--- src/rtl/const_load_sequencer_pkg.sv ---
// Shared definitions for the constant-load sequencer: default widths and
// the FSM state encoding.
package const_load_sequencer_pkg;

    localparam int SIZE_DEF = 32;
    localparam int HALF_DEF = SIZE_DEF / 2;
    localparam int ADDR_W_DEF = 5;

    // Encoding is fixed so the debug state output decodes the same way
    // everywhere it is probed.
    typedef enum logic [1:0] {
        IDLE = 2'd0,
        LUI  = 2'd1,
        ORI  = 2'd2,
        FIN  = 2'd3
    } state_t;

endpackage

--- src/rtl/const_load_sequencer_if.sv ---
// Request and register-file write-port bundle for the constant-load sequencer.
//
// Handshakes:
//   request : a request is taken on a rising edge where req_valid && req_ready;
//             req_rd/req_imm must be stable while req_valid is high, and the
//             requester keeps req_valid high until that edge.
//   write   : a write commits on a rising edge where wr_en && wr_grant;
//             wr_en/wr_addr/wr_data hold steady until then, and wr_en never
//             depends combinationally on wr_grant.
interface const_load_sequencer_if
    import const_load_sequencer_pkg::*;
#(
    parameter int size   = SIZE_DEF,
    parameter int addr_w = ADDR_W_DEF
) ();

    logic              req_valid;
    logic              req_ready;
    logic [addr_w-1:0] req_rd;
    logic [size-1:0]   req_imm;
    logic              wr_en;
    logic [addr_w-1:0] wr_addr;
    logic [size-1:0]   wr_data;
    logic              wr_grant;
    logic              done;
    logic              busy;
    logic [1:0]        dbg_state;

    modport slave (
        input  req_valid, req_rd, req_imm, wr_grant,
        output req_ready, wr_en, wr_addr, wr_data, done, busy, dbg_state
    );

    modport master (
        output req_valid, req_rd, req_imm, wr_grant,
        input  req_ready, wr_en, wr_addr, wr_data, done, busy, dbg_state
    );

endinterface

--- src/rtl/const_load_sequencer_lui.sv ---
// Upper-immediate shift datapath: moves the low half of its input into the
// high half, zero-filling the low half.
module const_load_sequencer_lui
    import const_load_sequencer_pkg::*;
#(
    parameter int size = SIZE_DEF
) (
    input  logic [size-1:0] imm_in,
    output logic [size-1:0] upper
);

    localparam int half = size / 2;

    assign upper = imm_in << half;

endmodule

--- src/rtl/const_load_sequencer.sv ---
// Constant-load sequencer: writes a full-width constant into the register
// file as an upper-half write followed by an OR-merged full write, skipping
// whichever write is redundant and never touching register 0.
module const_load_sequencer
    import const_load_sequencer_pkg::*;
#(
    parameter int size   = SIZE_DEF,
    parameter int addr_w = ADDR_W_DEF
) (
    input logic                    clk,
    input logic                    rst,
    const_load_sequencer_if.slave  bus
);

    localparam int half = size / 2;

    state_t            state;
    state_t            state_n;
    logic [addr_w-1:0] rd_q;
    logic [size-1:0]   imm_q;
    logic              accept;
    logic [size-1:0]   lui_data;
    logic [size-1:0]   ori_data;
    logic              writing;

    // rst has priority in the state register, so accept need not gate on it.
    assign accept = bus.req_valid && (state == IDLE);

    const_load_sequencer_lui #(.size(size)) u_lui (
        .imm_in ({{half{1'b0}}, imm_q[size-1:half]}),
        .upper  (lui_data)
    );

    assign ori_data = lui_data | {{half{1'b0}}, imm_q[half-1:0]};

    // Next-state: classify on accept, advance write states only on grant.
    always_comb begin
        state_n = state;
        case (state)
            IDLE: begin
                if (accept) begin
                    if (bus.req_rd == '0)
                        state_n = FIN;
                    else if (bus.req_imm[size-1:half] == '0)
                        state_n = ORI;
                    else
                        state_n = LUI;
                end
            end
            LUI: begin
                if (bus.wr_grant)
                    state_n = (imm_q[half-1:0] == '0) ? FIN : ORI;
            end
            ORI: begin
                if (bus.wr_grant)
                    state_n = FIN;
            end
            FIN:     state_n = IDLE;
            default: state_n = IDLE;
        endcase
    end

    // State and captured request; reset abandons any operation in flight.
    always_ff @(posedge clk) begin
        if (rst) begin
            state <= IDLE;
            rd_q  <= '0;
            imm_q <= '0;
        end else begin
            state <= state_n;
            if (accept) begin
                rd_q  <= bus.req_rd;
                imm_q <= bus.req_imm;
            end
        end
    end

    // Outputs decode the registered state only; rst masks a pending write so
    // an abandoned one cannot be granted on the reset edge.
    always_comb begin
        writing       = ((state == LUI) || (state == ORI)) && !rst;
        bus.wr_en     = writing;
        bus.wr_addr   = '0;
        bus.wr_data   = '0;
        bus.req_ready = (state == IDLE) && !rst;
        bus.done      = (state == FIN) && !rst;
        bus.busy      = (state != IDLE);
        bus.dbg_state = state;
        if (writing) begin
            bus.wr_addr = rd_q;
            bus.wr_data = (state == LUI) ? lui_data : ori_data;
        end
    end

endmodule

--- src/flat_wrapper.sv ---
// flat-port wrapper written by rule: the top's interface ports become plain ports
module const_load_sequencer_flat import const_load_sequencer_pkg::*;
#(
    parameter int size   = SIZE_DEF,
    parameter int addr_w = ADDR_W_DEF
)
  (clk, rst, bus_req_valid, bus_req_rd, bus_req_imm, bus_wr_grant, bus_req_ready, bus_wr_en, bus_wr_addr, bus_wr_data, bus_done, bus_busy, bus_dbg_state);
  const_load_sequencer_if #(.size(size), .addr_w(addr_w)) bus_i ();
  input logic clk;
  input logic rst;
  input wire logic [$bits(bus_i.req_valid)-1:0] bus_req_valid;
  input wire logic [$bits(bus_i.req_rd)-1:0] bus_req_rd;
  input wire logic [$bits(bus_i.req_imm)-1:0] bus_req_imm;
  input wire logic [$bits(bus_i.wr_grant)-1:0] bus_wr_grant;
  output wire logic [$bits(bus_i.req_ready)-1:0] bus_req_ready;
  output wire logic [$bits(bus_i.wr_en)-1:0] bus_wr_en;
  output wire logic [$bits(bus_i.wr_addr)-1:0] bus_wr_addr;
  output wire logic [$bits(bus_i.wr_data)-1:0] bus_wr_data;
  output wire logic [$bits(bus_i.done)-1:0] bus_done;
  output wire logic [$bits(bus_i.busy)-1:0] bus_busy;
  output wire logic [$bits(bus_i.dbg_state)-1:0] bus_dbg_state;
  assign bus_i.req_valid = bus_req_valid;
  assign bus_i.req_rd = bus_req_rd;
  assign bus_i.req_imm = bus_req_imm;
  assign bus_i.wr_grant = bus_wr_grant;
  assign bus_req_ready = bus_i.req_ready;
  assign bus_wr_en = bus_i.wr_en;
  assign bus_wr_addr = bus_i.wr_addr;
  assign bus_wr_data = bus_i.wr_data;
  assign bus_done = bus_i.done;
  assign bus_busy = bus_i.busy;
  assign bus_dbg_state = bus_i.dbg_state;
  const_load_sequencer #(.size(size), .addr_w(addr_w)) u_core (.clk(clk), .rst(rst), .bus(bus_i));
endmodule
--- config.mk ---
export PLATFORM = sky130hd
export DESIGN_NAME = const_load_sequencer_flat
export DESIGN_NICKNAME = d
export VERILOG_FILES = /design/src/rtl/const_load_sequencer_pkg.sv /design/src/rtl/const_load_sequencer_if.sv /design/src/rtl/const_load_sequencer_lui.sv /design/src/rtl/const_load_sequencer.sv /design/src/flat_wrapper.sv
export SDC_FILE = /design/constraint.sdc
export NUM_CORES = 1
export LEC_CHECK = 0
export ABC_AREA = 1
export CELL_PAD_IN_SITES_DETAIL_PLACEMENT = 0
export CELL_PAD_IN_SITES_GLOBAL_PLACEMENT = 1
export CORE_MARGIN = 2
export CORE_UTILIZATION = 30
export DETAILED_ROUTE_END_ITERATION = 8
export GPL_TIMING_DRIVEN = 0
export HOLD_SLACK_MARGIN = 0.05
export PLACE_DENSITY = 0.82
export SLEW_MARGIN = 20
export SYNTH_ARGS = -nofsm -noshare
export SYNTH_HDL_FRONTEND = slang
export SYNTH_SLANG_ARGS = --single-unit
--- constraint.sdc ---
create_clock -name clk -period 3.8 [get_ports clk]
set_input_delay 1.14 -clock clk [delete_from_list [all_inputs] [get_ports clk]]
set_output_delay 1.14 -clock clk [all_outputs]
set_load 0.01 [all_outputs]
### Word level (Yosys, flattened, before mapping)

Cells that the tools add are included.

* output and inout port bits: 43
* register bits: 39
* bits of input ports: 41

* reductions and logical operators: 12
* muxes and demuxes: 10
* eq/ne operators: 6
* bitwise operators: 1

Operators with widths (number)
* 32-bit two-way mux: 2
* 16-bit logical NOT: 2
* 32-bit by 16-bit OR with 32-bit output: 1
* 2-bit two-way mux: 5
* 2-bit one-hot mux with 4 select lines: 1
* 5-bit logical NOT: 1
* 5-bit two-way mux: 1
* 2-bit == test (second input constant): 2
* 1-bit logical AND: 4
* 2-bit inequality test (second input constant): 2
* 3-bit AND reduction: 1
* 2-bit by 1-bit == test with 1-bit output (second input constant): 1
* 2-bit logical NOT: 1
* 2-bit by 1-bit inequality test with 1-bit output (second input constant): 1
* 2-bit nonzero test: 1
* 1-bit logical NOT: 1
* 1-bit logical OR: 1
* 1-bit two-way mux: 1

### Depth between registers and ports, before layout

Gate-level depths: netlist of run 1.

* word-level depth: 5
* gate-level depth with buffers: 8
* depth with buffers taken out: 8

### Cells and area by module

From an unflattened synthesis of run 1, not the netlist that was laid out.

* cells, all modules: 329
* area total of the unflattened synthesis: 2178.3 um2

By module, submodules not included
* const_load_sequencer: cells an instance 296, area an instance 1934.4 um2, times used 1
* const_load_sequencer_lui: cells an instance 33, area an instance 244.0 um2, times used 1

### Worst setup path before layout of run 1

Ideal clock, no wire load.

* kind: input to output
* from: input rst
* to: output bus_wr_data[22]
* data arrival time: 1710 ps
* required time: 2660 ps
* buffers on the path: 2
* slack: 950 ps
* stages: 5
* path through: inv_2 > nand2_1 > buf_4 > buf_2 > nor2_1

* longest elaborated chain between the ends: 3

Ends and longest elaborated chain
* start: declaration: line flat_wrapper.sv:10 `input logic rst;`
* 1-bit logical NOT: line const_load_sequencer.sv:81 `writing = ((state == LUI) || (state == ORI)) && !rst;`
* 1-bit logical AND: line const_load_sequencer.sv:81
* 32-bit two-way mux: line const_load_sequencer.sv:89 `if (writing) begin`
* end: declaration: line flat_wrapper.sv:18 `output wire logic [$bits(bus_i.wr_data)-1:0] bus_wr_data;`

Every way passes these cells.

### Final worst setup path of run 1

* from: input rst
* to: output bus_wr_en

* longest elaborated chain between the ends: 2

Ends and longest elaborated chain
* 1-bit logical NOT: line const_load_sequencer.sv:81
* 1-bit logical AND: line const_load_sequencer.sv:81
* end: declaration: line flat_wrapper.sv:16 `output wire logic [$bits(bus_i.wr_en)-1:0] bus_wr_en;`

Every way passes these cells.

==> impl_results.md, run 1 <==
- Final hold viol count: 0
- Synth top area cells: dfxtp_1 42%, nor2_1 18%, o21ai_0 11%
- Cell family with most CP delay: buffers and inverters
- Net count after synthesis: 327
- Routed Antenna Nets: 0
- Synth top area share: 42.11%
- Average cell area after synthesis: 6.599 µm²
- Endpoint class of the critical path: primary output
- Count of max-cap constraint violations: 0
- Clock net sink count: 39
- CP arrival: 2.53 ns
- Clock slew at the register clock pins of the worst setup and hold paths: 0.08 ns
- Final core occ: 49.41%
- Cell type contributing the most total cell area after synthesis: dfxtp_1
- Fin crit period: 3.672 ns
- Number of global-route vias before repair: 1,913
- Worst Skew: 0.007025 ns
- Number of search-and-repair iterations in the first detailed-routing pass: 4
- Detailed Place HPWL: 4.052 mm
- Largest net degree at the start of global routing: 13
- Number of buffers inserted during clock tree synthesis: 5
- Filler cells: 657
- Cell-by-cell listing of the critical path: dlygate4sd2_1 -> inv_2 -> nand2_1 -> buf_4 -> buf_2 -> inv_1 -> clkdlybuf4s50_1
- Startpoint types: input port
- Number of vias after detailed routing: 1,987
- Start point of the worst min-delay path: u_core.rd_q[3]$_SDFFE_PP0P_
- Depth of the worst hold-timing path: 2
- Width of the chip: 82.62 µm
- Total stage count of the critical path: 7
- Number of distinct library cells after synthesis: 18
- First-pass GRT wire length: 8.411 mm
- Worst path bufs/invs: 6
- Post-route setup slack: 0.1284 ns
- TritonCTS clock tree: built
- Sequential-to-total area share from yosys stat: 42.11%
- Initial antenna violation count: 0
- Number of standard cells after synthesis: 281
- Count of flip-flops with a built-in enable after synthesis: 0
- Transition at the pin with the smallest max-transition slack: 0.4916 ns
- Aggregate global routing overflow: 0
- Count of buffers inserted at the top-level ports: 83
- Startpoint of the worst-slack reg-to-reg timing path: u_core.bus.dbg_state[0]$_SDFFE_PP0P_
- Leakage power figure: 1.494 nW
- Worst-case clock buffer depth: 2
- Setup WS pre-CTS: -0.2070 ns
- Tightest hold margin: 0.4548 ns
- Die height: 82.62 µm
- Peak clock frequency supported by timing: 272.4 MHz
- Core Region: 0.005956 mm²
- Number of vias per cell after detailed routing: 4.445
- Total count of max-transition violations in the final report: 0
- Critical path required time: 2.66 ns
- Total Die Area: 0.006826 mm²
- First-iteration detailed-routing DRC count: 77
- Wire per inst: 11.90 µm
- Synth-to-layout area growth: 58.70%
- Routability cong.: 0.8305
- CP Launch Point: rst
- Classification of the worst setup path: in -> out
- Synth Register Bits: 39
- Final setup fails: 0
- Register-to-Register Path Depth: 5
- Most used cells in the layout excluding fill and tap cells: 87 x nor2_1, 63 x clkdlybuf4s50_1, 39 x o21ai_0, 39 x dfxtp_1, 30 x inv_1
- Clock Tree Root: clkbuf_8
- Number of DRC violations after detailed routing: 0
- Total power consumption of the routed design: 1.665 mW
- Slowest CP cell: clkdlybuf4s50_1
- Number of top-level pins: 84
- Run status: finished clean
- Diodes inserted: 0
- Pwr per Cell Area: 565.7 mW/mm²
- Most common cell after layout, fill and taps aside: nor2_1
- Ys flop type: dfxtp_1
- Maximum level of the CTS H-tree: 2
- Share of cells above drive strength 1: 6.452%
- Delay of the slowest cell on the worst path: 0.52 ns
- Hold-fix buffer count after cts: 0
- Number of core rows: 28
- Finished layout cell area: 0.002943 mm²
- Later-pin clock latency in the skew report: 0.29 ns
- Worst slew slack as a fraction of its limit: 67.23%
- Total of warnings raised by yosys: 0
- Total standard cell area after synthesis: 0.001854 mm²
- Effective utilization at floorplan: 31.13%
- DP Area: 0.002779 mm²
- WL final: 5.320 mm
- Total track usage: 16.10%
- Final nets: 417
- Worst hold-check path type: reg -> reg
- Final worst-path cycle share: 96.62%
- Async set-or-reset flop fraction in the synthesized netlist: 0%
- Worst-path fanout max: 10
- Unrepaired setup endpoints after global routing: false
- Maximum resistive drop on vdd: 0.1842 mV
## cell usage after synthesis, types with 2 or more instances
master,count
nand2_1,28
nand3_1,4
dfxtp_1,39
nor3_1,2
inv_2,3
a21oi_1,24
ha_1,5
inv_1,30
o21ai_0,39
buf_2,7
clkbuf_2,3
clkbuf_1,5
nor2_1,87
## cell type report
type / instances / area, µm² / area share, %
clock inverter: 2 / 35.03 / 1.190
multi-input combinational: 193 / 873.3 / 29.68
tap: 75 / 93.84 / 3.189
sequential: 39 / 780.7 / 26.53
buffer: 16 / 76.32 / 2.594
timing repair buffer: 83 / 877.1 / 29.80
clock buffer: 6 / 82.58 / 2.806
inverter: 33 / 123.9 / 4.209
## power by group
| part | internal [mW] | switching (mW) |
|---|---|---|
| logic | 0.316 | 0.419 |
| registers | 0.517 | 0.0521 |
| clock network | 0.213 | 0.148 |
## worst min-delay path: stages, from the launching register on
cell and delay, ns:
dfxtp_1 0.30, inv_1 0.06, a21oi_1 0.05
## metrics by stage
stage                     TNS [ns]  cells
after floorplan                  0    281
after global placement      -3.410    439
after detailed placement    -3.474    439
after CTS                        0    447
after global routing             0    447
final                            0    447
## flip-flops by register name, summed over array words and instances (netlist names)
signal,cells
u_core.bus.dbg_state,2
u_core.imm_q,32
u_core.rd_q,5
## kinds of logic (layout without fill, tap and decap cells)
| family | after synthesis | after routing | share of synthesized area, % |
|---|---|---|---|
| AND/OR/NAND/NOR | 123 | 123 | 25.78 |
| AO/OA/AOI/OAI | 65 | 65 | 17.95 |
| buffers and inverters | 49 | 140 | 10.80 |
| flip-flops | 39 | 39 | 42.11 |
| adder cells (fa/ha/maj) | 5 | 5 | 3.374 |
## path summary, 6_finish.rpt
path	to	slack, ns
max	bus_wr_en	0.13
min	u_core.rd_q[3]$_SDFFE_PP0P_	0.45
max reg2reg	u_core.imm_q[22]$_SDFFE_PP0P_	2.17
min reg2reg	u_core.rd_q[3]$_SDFFE_PP0P_	0.45
## layer usage
metal / global-route usage [%] / share of wire [%]
met5: 0 / 0
met4: 4.426 / 1.4
met3: 4.457 / 6.5
met2: 27.74 / 46
met1: 19.64 / 46
## repair_timing
action,in CTS,in global routing
setup buffers,0,0
gates resized for setup,1,19
setup endpoints to repair,31,19
cloned,0,0
No activity file was read; power rests on OpenSTA's default activity.
==> inputs of run 2 (changes only) <==
--- a/config.mk
+++ b/config.mk
@@ -10,6 +10,7 @@
 export CELL_PAD_IN_SITES_GLOBAL_PLACEMENT = 1
 export CORE_MARGIN = 2
 export CORE_UTILIZATION = 30
+export CTS_CLUSTER_DIAMETER = 60
 export DETAILED_ROUTE_END_ITERATION = 8
 export GPL_TIMING_DRIVEN = 0
 export HOLD_SLACK_MARGIN = 0.05
==> constraint.sdc (replaced) <==
create_clock -name clk -period 3.8 [get_ports clk]
set_input_delay 0.57 -clock clk [delete_from_list [all_inputs] [get_ports clk]]
set_output_delay 0.57 -clock clk [all_outputs]
set_load 0.01 [all_outputs]
==> run 2 against run 1 <==
Maximum frequency grew 27%. Worst setup slack gained 0.79 ns. Clock power is essentially flat. Final cell count is the same. Combinational power grew 1%. Critical path type unchanged. Critical endpoint is now bus_wr_addr[1]. Largest power group unchanged.
==> impl_results.md, run 2 (synthesis results as in run 1) <==
- Highest metal layer used by the detailed router: met4
- Final-layout setup total negative slack: 0 ns
- Number of core rows: 28
- Later-pin clock latency in the skew report: 0.29 ns
- Total count of max-transition violations in the final report: 0
- Wire length on met2: 2.421 mm
- Share of cells above drive strength 1: 6.452%
- Number of DRC violations after detailed routing: 0
- Critical path required time: 3.23 ns
- Clock Tree Root: clkbuf_8
- Maximum resistive drop on vdd: 0.1840 mV
- Classification of the worst setup path: in -> out
- Aggregate global routing overflow: 0
- Setup WS pre-CTS: 0.9330 ns
- Effective utilization at floorplan: 31.13%
- Synth-to-layout area growth: 56.21%
- Worst slew slack as a fraction of its limit: 67.13%
- Most used cells in the layout excluding fill and tap cells: 87 x nor2_1, 83 x clkdlybuf4s50_1, 39 x o21ai_0, 39 x dfxtp_1, 30 x inv_1
- Number of buffers inserted during clock tree synthesis: 5
- Final setup fails: 0
- Routed Antenna Nets: 0
- Endpoint class of the critical path: primary output
- Transition at the pin with the smallest max-transition slack: 0.4930 ns
- Clock net sink count: 39
- Number of global-route vias before repair: 1,913
- Number of vias per cell after detailed routing: 4.414
- Largest net degree at the start of global routing: 13
- Tightest hold margin: 0.4544 ns
- Hold-fix buffer count after cts: 0
- First-pass GRT wire length: 8.411 mm
- Unrepaired setup endpoints after global routing: false
- WL final: 5.300 mm
- Worst Skew: 0.005816 ns
- Count of buffers inserted at the top-level ports: 83
- Flip-flop count of the largest register after layout: 32
- Worst-path fanout max: 10
- TritonCTS clock tree: built
- Number of top-level pins: 84
- Total power consumption of the routed design: 1.673 mW
- Count of max-cap constraint violations: 0
- Die height: 82.62 µm
- Resized cells post-CTS: 0
- Core Region: 0.005956 mm²
- Post-route setup slack: 0.9193 ns
- Detailed Place HPWL: 4.052 mm
- Leakage power figure: 1.147 nW
- Startpoint types: input port
- Initial antenna violation count: 0
- Wire length the detailed router placed on met1: 2.462 mm
- Final hold viol count: 0
- Final nets: 417
- Filler cells: 655
- Diodes inserted: 0
- Number of search-and-repair iterations in the first detailed-routing pass: 4
- First-iteration detailed-routing DRC count: 84
- Total Die Area: 0.006826 mm²
- Fin crit period: 2.881 ns
- Maximum level of the CTS H-tree: 2
- Number of buffers inserted by post-CTS setup repair: 0
- Pwr per Cell Area: 577.5 mW/mm²
- Run status: finished clean
- CP arrival: 2.31 ns
- Clock slew at the register clock pins of the worst setup and hold paths: 0.08 ns
- Top register by number of flip-flops: u_core.imm_q
- Routed wire length on met3: 339 µm
- Wire per inst: 11.86 µm
- Number of vias after detailed routing: 1,973
- Worst hold-check path type: reg -> reg
- Total track usage: 16.10%
- Most common cell after layout, fill and taps aside: nor2_1
- Peak clock frequency supported by timing: 347.1 MHz
- Width of the chip: 82.62 µm
- Final worst-path cycle share: 75.81%
- Worst-case clock buffer depth: 2
- Routability cong.: 0.8305
-- run 2: power by group --
| group | internal (mW) | leakage, nW | switching [mW] |
|---|---|---|---|
| Sequential | 0.517 | 0.323 | 0.0522 |
| Clock | 0.213 | 0.0612 | 0.148 |
| Combinational | 0.323 | 0.763 | 0.420 |
-- run 2: worst paths after layout --
path	start	endpoint	slack (ns)	cells past startpoint
worst max register to register	u_core.bus.dbg_state[0]$_SDFFE_PP0P_	u_core.imm_q[17]$_SDFFE_PP0P_	2.17	5
worst min register to register	u_core.rd_q[3]$_SDFFE_PP0P_	u_core.rd_q[3]$_SDFFE_PP0P_	0.45	2
worst min-delay path	u_core.rd_q[3]$_SDFFE_PP0P_	u_core.rd_q[3]$_SDFFE_PP0P_	0.45	2
worst max-delay path	rst	bus_wr_addr[1]	0.92	7
-- run 2: per-layer routing --
layer	global-route usage (%)	vias to the layer above
met4	4.426	0
met2	27.74	54
met3	4.457	7
li1	-	1053
met5	0	-
met1	19.64	859
-- run 2: cell type report --
cell class,instances,area [µm²],share of cell area [%]
buffer,16,76.32,2.635
clock buffer,6,82.58,2.851
clock inverter,2,35.03,1.210
inverter,33,123.9,4.276
multi-input combinational,193,873.3,30.15
sequential,39,780.7,26.95
tap,75,93.84,3.240
timing repair buffer,83,830.8,28.68
-- run 2: stage by stage --
stage,area [µm²],utilization [%],instances
floorplan,1854,-,281
global placement,2779,46.66,439
detailed placement,2779,46.66,439
CTS,2897,48.63,447
global route,2897,48.63,447
finish,2897,48.63,447
-- run 2: critical path, stage by stage --
cell and delay [ns]:
clkdlybuf4s50_1 0.50, inv_2 0.11, nand2_1 0.07, buf_4 0.17
buf_2 0.19, nor2_1 0.15, clkdlybuf4s50_1 0.55
